### config.mk
export PLATFORM = sky130hd
export DESIGN_NAME = prog_freq_gen
export DESIGN_NICKNAME = d
export VERILOG_FILES = /design/src/rtl/prog_freq_pkg.sv /design/src/rtl/mod_counter.sv /design/src/rtl/prog_freq_gen.sv
export SDC_FILE = /design/constraint.sdc
export NUM_CORES = 1
export LEC_CHECK = 0
export ABC_AREA = 1
export BUFFER_PORTS_ARGS = -buffer_cell sky130_fd_sc_hd__buf_4
export CAP_MARGIN = 20
export CORE_UTILIZATION = 58
export DETAILED_ROUTE_END_ITERATION = 8
export GPL_ROUTABILITY_DRIVEN = 0
export HOLD_SLACK_MARGIN = 0.03
export PLACE_DENSITY_LB_ADDON = 0.1
export SYNTH_ARGS = -nofsm -noshare
export SYNTH_HDL_FRONTEND = slang
export SYNTH_HIERARCHICAL = 1
export SYNTH_SLANG_ARGS = --single-unit
### constraint.sdc
create_clock -name clk -period 2.3 [get_ports clk]
set_input_delay 0.46 -clock clk [delete_from_list [all_inputs] [get_ports clk]]
set_output_delay 0.46 -clock clk [all_outputs]
set_load 0.02 [all_outputs]
### src/rtl/prog_freq_pkg.sv
// Shared constants and helpers for the programmable frequency generator.
package prog_freq_pkg;

    typedef logic [1:0] mode_t;

    localparam mode_t MODE_TOGGLE = 2'd0;
    localparam mode_t MODE_PULSE  = 2'd1;
    localparam mode_t MODE_PWM    = 2'd2;
    localparam mode_t MODE_OFF    = 2'd3;

    // OFF is the one mode in which configuration may be swapped at any time.
    function automatic logic is_off(input mode_t m);
        return m == MODE_OFF;
    endfunction

endpackage

### src/rtl/mod_counter.sv
// Phase counter: counts 0..limit while enabled, wraps to 0 after limit.
module mod_counter #(
    parameter int unsigned W = 8
) (
    input  logic         clk,
    input  logic         rst,
    input  logic         clr,
    input  logic         en,
    input  logic [W-1:0] limit,
    output logic [W-1:0] count,
    output logic         tc
);

    logic [W-1:0] count_q, count_d;

    assign count = count_q;
    assign tc    = en & (count_q == limit);

    // Next phase: clear wins, otherwise advance or wrap while enabled.
    always_comb begin
        count_d = count_q;
        if (clr) begin
            count_d = '0;
        end else if (en) begin
            count_d = tc ? '0 : count_q + W'(1);
        end
    end

    // Phase register with synchronous reset.
    always_ff @(posedge clk) begin
        if (rst) begin
            count_q <= '0;
        end else begin
            count_q <= count_d;
        end
    end

endmodule

### src/rtl/prog_freq_gen.sv
// Programmable divider producing toggle, pulse or PWM waveforms from a
// double-buffered configuration that only takes effect on a period boundary.
module prog_freq_gen
    import prog_freq_pkg::*;
#(
    parameter int unsigned W = 8
) (
    input  logic         clk,
    input  logic         rst,
    input  logic         clr,
    input  logic         en,
    input  logic         cfg_wr,
    input  logic [W-1:0] period,
    input  logic [W-1:0] duty,
    input  logic [1:0]   mode,
    output logic         out,
    output logic         tick,
    output logic         cfg_pending
);

    // Active configuration (drives the counter and waveform).
    logic [W-1:0] act_limit_q, act_limit_d;
    logic [W-1:0] act_duty_q,  act_duty_d;
    mode_t        act_mode_q,  act_mode_d;

    // Shadow configuration waiting for a safe point.
    logic [W-1:0] shd_limit_q, shd_limit_d;
    logic [W-1:0] shd_duty_q,  shd_duty_d;
    mode_t        shd_mode_q,  shd_mode_d;
    logic         pending_q,   pending_d;

    logic         out_q, out_d;

    logic [W-1:0] k;
    logic         tc;
    logic [W-1:0] wr_limit;
    logic         apply_ok;
    logic         apply;
    logic [W-1:0] new_limit;
    logic [W-1:0] new_duty;
    mode_t        new_mode;
    logic         mode_change;

    // Period 0 wraps to all-ones, which encodes P = 2^W.
    assign wr_limit = period - W'(1);

    // Safe to swap: end of a period, counter stalled, or output idle.
    assign apply_ok = tc | ~en | is_off(act_mode_q);
    assign apply    = (pending_q | cfg_wr) & apply_ok;

    // A write coinciding with the apply point bypasses the shadow.
    assign new_limit   = cfg_wr ? wr_limit : shd_limit_q;
    assign new_duty    = cfg_wr ? duty     : shd_duty_q;
    assign new_mode    = cfg_wr ? mode     : shd_mode_q;
    assign mode_change = apply & (new_mode != act_mode_q);

    mod_counter #(
        .W (W)
    ) u_counter (
        .clk   (clk),
        .rst   (rst),
        .clr   (clr | apply),
        .en    (en),
        .limit (act_limit_q),
        .count (k),
        .tc    (tc)
    );

    assign tick        = tc;
    assign out         = out_q;
    assign cfg_pending = pending_q;

    // Shadow capture, pending flag and active-config swap.
    always_comb begin
        shd_limit_d = shd_limit_q;
        shd_duty_d  = shd_duty_q;
        shd_mode_d  = shd_mode_q;
        act_limit_d = act_limit_q;
        act_duty_d  = act_duty_q;
        act_mode_d  = act_mode_q;
        pending_d   = pending_q;
        if (cfg_wr) begin
            shd_limit_d = wr_limit;
            shd_duty_d  = duty;
            shd_mode_d  = mode;
        end
        if (apply) begin
            act_limit_d = new_limit;
            act_duty_d  = new_duty;
            act_mode_d  = new_mode;
            pending_d   = 1'b0;
        end else if (cfg_wr) begin
            pending_d = 1'b1;
        end
    end

    // Waveform next state; PWM compares the current phase against duty.
    always_comb begin
        out_d = out_q;
        if (clr | mode_change) begin
            out_d = 1'b0;
        end else if (en) begin
            unique case (act_mode_q)
                MODE_TOGGLE: out_d = tc ? ~out_q : out_q;
                MODE_PULSE:  out_d = tc;
                MODE_PWM:    out_d = (k < act_duty_q);
                MODE_OFF:    out_d = 1'b0;
            endcase
        end
    end

    // Configuration registers; reset leaves the block OFF with P = 2^W.
    always_ff @(posedge clk) begin
        if (rst) begin
            act_limit_q <= '1;
            act_duty_q  <= '0;
            act_mode_q  <= MODE_OFF;
            shd_limit_q <= '1;
            shd_duty_q  <= '0;
            shd_mode_q  <= MODE_OFF;
            pending_q   <= 1'b0;
        end else begin
            act_limit_q <= act_limit_d;
            act_duty_q  <= act_duty_d;
            act_mode_q  <= act_mode_d;
            shd_limit_q <= shd_limit_d;
            shd_duty_q  <= shd_duty_d;
            shd_mode_q  <= shd_mode_d;
            pending_q   <= pending_d;
        end
    end

    // Registered waveform output.
    always_ff @(posedge clk) begin
        if (rst) begin
            out_q <= 1'b0;
        end else begin
            out_q <= out_d;
        end
    end

endmodule

==> flow_summary.yaml <==
outcome:
  status: "complete, no violations"
floorplan:
  core_area_um2: 4030
  pin_count: 26
  die_w_um: 67.0
  placementRows: 23
  dieArea_um2: 4490
  dieHeight_um: 67.0
  initial_utilization_pct: 60.9
cts:
  post_cts_buffers: 0
  clockRootBuffer: "clkbuf_8"
  clockBufferDepth: 2
  clkSinkCount: 46
  clk_pin_slew_ns: 0.09
  cts_tree: "yes"
  cts_inserted_buffers: 5
  clk_latency_ns: 0.30
  h-tree-depth: 2
  hold_buffers: 0
drt:
  routed_wl_um: 5000
  drt-initial-drc-count: 133
  via_per_inst: 5.31
  ant_nets: 0
  via_count: 2161
  remaining_drc_errors: 0
  dr.pass1.iters: 4
  wl_per_cell_um: 12.3
global_routing:
  grt_max_degree: 31
  antenna_found_initial: 0
  grt_use_total_pct: 25.0
  grt_overflow_total: 0
  grt_pass1_wl_um: 8310
  grt_pass1_vias: 1887
synthesis:
  synth_cell_types: 39
  seq_area_frac_synth_pct: 37.6
  synth_edf_count: 0
  synth-main-ff-cell: "dfxtp_1"
  avgSynthCellArea_um2: 7.43
  synth_top_area_cell: "dfxtp_1"
  ys_ff_latch: 46
  synth_top_area_share_pct: 37.6
  syn_inst: 330
  synth_nets: 362
  netlist_top_cells_count: "nand2_1, dfxtp_1, inv_1"
  ys_warn_count: 6
  syn-cell-area_um2: 2450
  yosys-top-cells-area: "dfxtp_1, nand2_1, inv_1, ha_1, a211oi_2"
  synth_most_common_cell: "nand2_1"
  ys_async_sr_fraction_pct: 0
timing:
  worst_slew_pin_slew_ns: 0.445
  slew_headroom_pct: 70.2
  skew_ns: 0.00717
  min_period_over_period_pct: 97.2
  slew_viol_final: 0
  rsz0062_at_grt: "no"
  max_freq_mhz: 447
  setup_viol: 0
  hold_violations: 0
  min_period_ns: 2.24
  setup_tns_ns: 0
  finalWorstSetupSlack_ns: 0.0650
pwr:
  irDropWorstVdd_v: 0.000505
  p_per_area_nw_per_um2: 686
  p_total_mw: 1.93
  p_leak_nw: 1.32
worst_setup_path:
  critical_path_class: "reg2out"
  crit_start: "u_counter/count[3]$_SDFFE_PP0P_"
  cp_max_fo: 5
  crit_end: "tick"
  worst_setup_path_end_kind: "output pin"
  worstPathRequired_ns: 1.84
  crit_arrival_ns: 1.78
  r2r_start: "u_counter/count[0]$_SDFFE_PP0P_"
  reg2regPathDepth: 13
  r2r_end: "u_counter/count[6]$_SDFFE_PP0P_"
  start_kind: "flop"
  reg2reg_slack_ns: 0.16
cells_and_area:
  drive_gt1_share_pct: 20.7
  area_growth_pct: 14.5
  nets: 388
  diodes: 0
job:
  cap_violations: 0
placed_design:
  pre_cts_ws_ns: 0.189
  hpwl_um: 3740
  portBuffers: 25
worst_hold_path:
  worstHoldPathType: "in2reg"
-- worst min path at each step --
stage / start / end / slack (ns) / cells after the start
3_5_place_dp: shd_limit_q[2]$_SDFF_PP1_ / shd_limit_q[2]$_SDFF_PP1_ / 0.46 / 2
6_report: clr / out$_SDFFE_PP0P_ / 0.43 / 4
4_1_cts: clr / out$_SDFFE_PP0P_ / 0.42 / 4
5_1_grt: duty[3] / shd_duty_q[3]$_SDFF_PP0_ / 0.44 / 3
3_3_place_gp: shd_limit_q[2]$_SDFF_PP1_ / shd_limit_q[2]$_SDFF_PP1_ / 0.45 / 2
2_1_floorplan: shd_limit_q[0]$_SDFF_PP1_ / shd_limit_q[0]$_SDFF_PP1_ / 0.43 / 2
-- cells by family (layout without fill, tap and decap cells) --
group	Yosys count	after routing	synth area share, %
muxes	8	8	3.27
and+or+nand+nor	159	159	29.6
adders and majority gates	9	9	4.59
xor gates and xnor gates	4	4	1.43
buffers and inverters	55	82	10.2
AOI/OAI and AO/OA	49	49	13.4
DFF	46	46	37.6
-- timing repair --
| item | in CTS | in global routing |
|---|---|---|
| resized for setup | 0 | 3 |
| endpoints found under the setup margin | 0 | 3 |
| endpoints found under the hold margin | 0 | 0 |
-- layer usage --
layer / vias to the layer above / GRT usage, % / wire [um]
met5: - / 0 / 0
met4: 0 / 9.04 / 85
met3: 9 / 5.99 / 185
met2: 48 / 42.5 / 2430
met1: 989 / 30.1 / 2310
li1: 1115 / - / -
-- registers in the layout, indices dropped and copies added, names as in the netlist --
| name | count |
|---|---|
| cfg_pending | 1 |
| shd_limit_q | 8 |
| shd_duty_q | 8 |
| act_duty_q | 8 |
| act_limit_q | 8 |
| shd_mode_q | 2 |
| u_counter/count | 8 |
| out | 1 |
| act_mode_q | 2 |
-- power by group --
part | switching, mW | internal [mW] | total, mW
Sequential | 0.0352 | 0.851 | 0.886
Clock | 0.277 | 0.463 | 0.740
Combinational | 0.180 | 0.121 | 0.301
Total | 0.492 | 1.43 | 1.93
-- worst max-delay path: stages, from the launching register on --
cell and delay, ns:
dfxtp_1 0.43, inv_1 0.10, nand2_1 0.13, nand4_1 0.16
nor4_2 0.32, buf_4 0.19, buf_4 0.14
-- through the flow --
stage	util [%]	hold slack, ns	std cells	cell area (um2)
global route	69.7	0.440	407	2810
floorplan	-	0.435	330	2460
CTS	69.5	0.423	407	2800
finish	69.7	0.428	407	2810
global placement	66.0	0.449	399	2660
detailed placement	66.0	0.456	399	2660
-- layout by cell type, fill, tap and decap left out, types with 4 or more instances in the layout --
cell / netlist / layout
dfxtp_1: 46 / 45
ha_1: 9 / 9
inv_1: 39 / 39
mux2i_1: 8 / 8
nor3_1: 4 / 4
nand2_1: 80 / 80
nor2_2: 11 / 11
a21oi_1: 17 / 17
nor2_1: 25 / 24
inv_2: 5 / 5
o21ai_0: 15 / 15
clkbuf_8: 0 / 6
nand3_1: 20 / 20
nand4_1: 5 / 5
a211oi_2: 8 / 8
buf_4: 1 / 28
-- cell type report --
cell class | instances | area (um2)
Timing Repair Buffer | 28 | 210
Sequential cell | 46 | 922
Fill cell | 377 | 1220
Inverter | 46 | 175
Clock inverter | 2 | 60.1
Multi-Input combinational cell | 229 | 1300
Tap cell | 50 | 62.6
Clock buffer | 6 | 82.6
No activity file was read; power rests on OpenSTA's default activity.
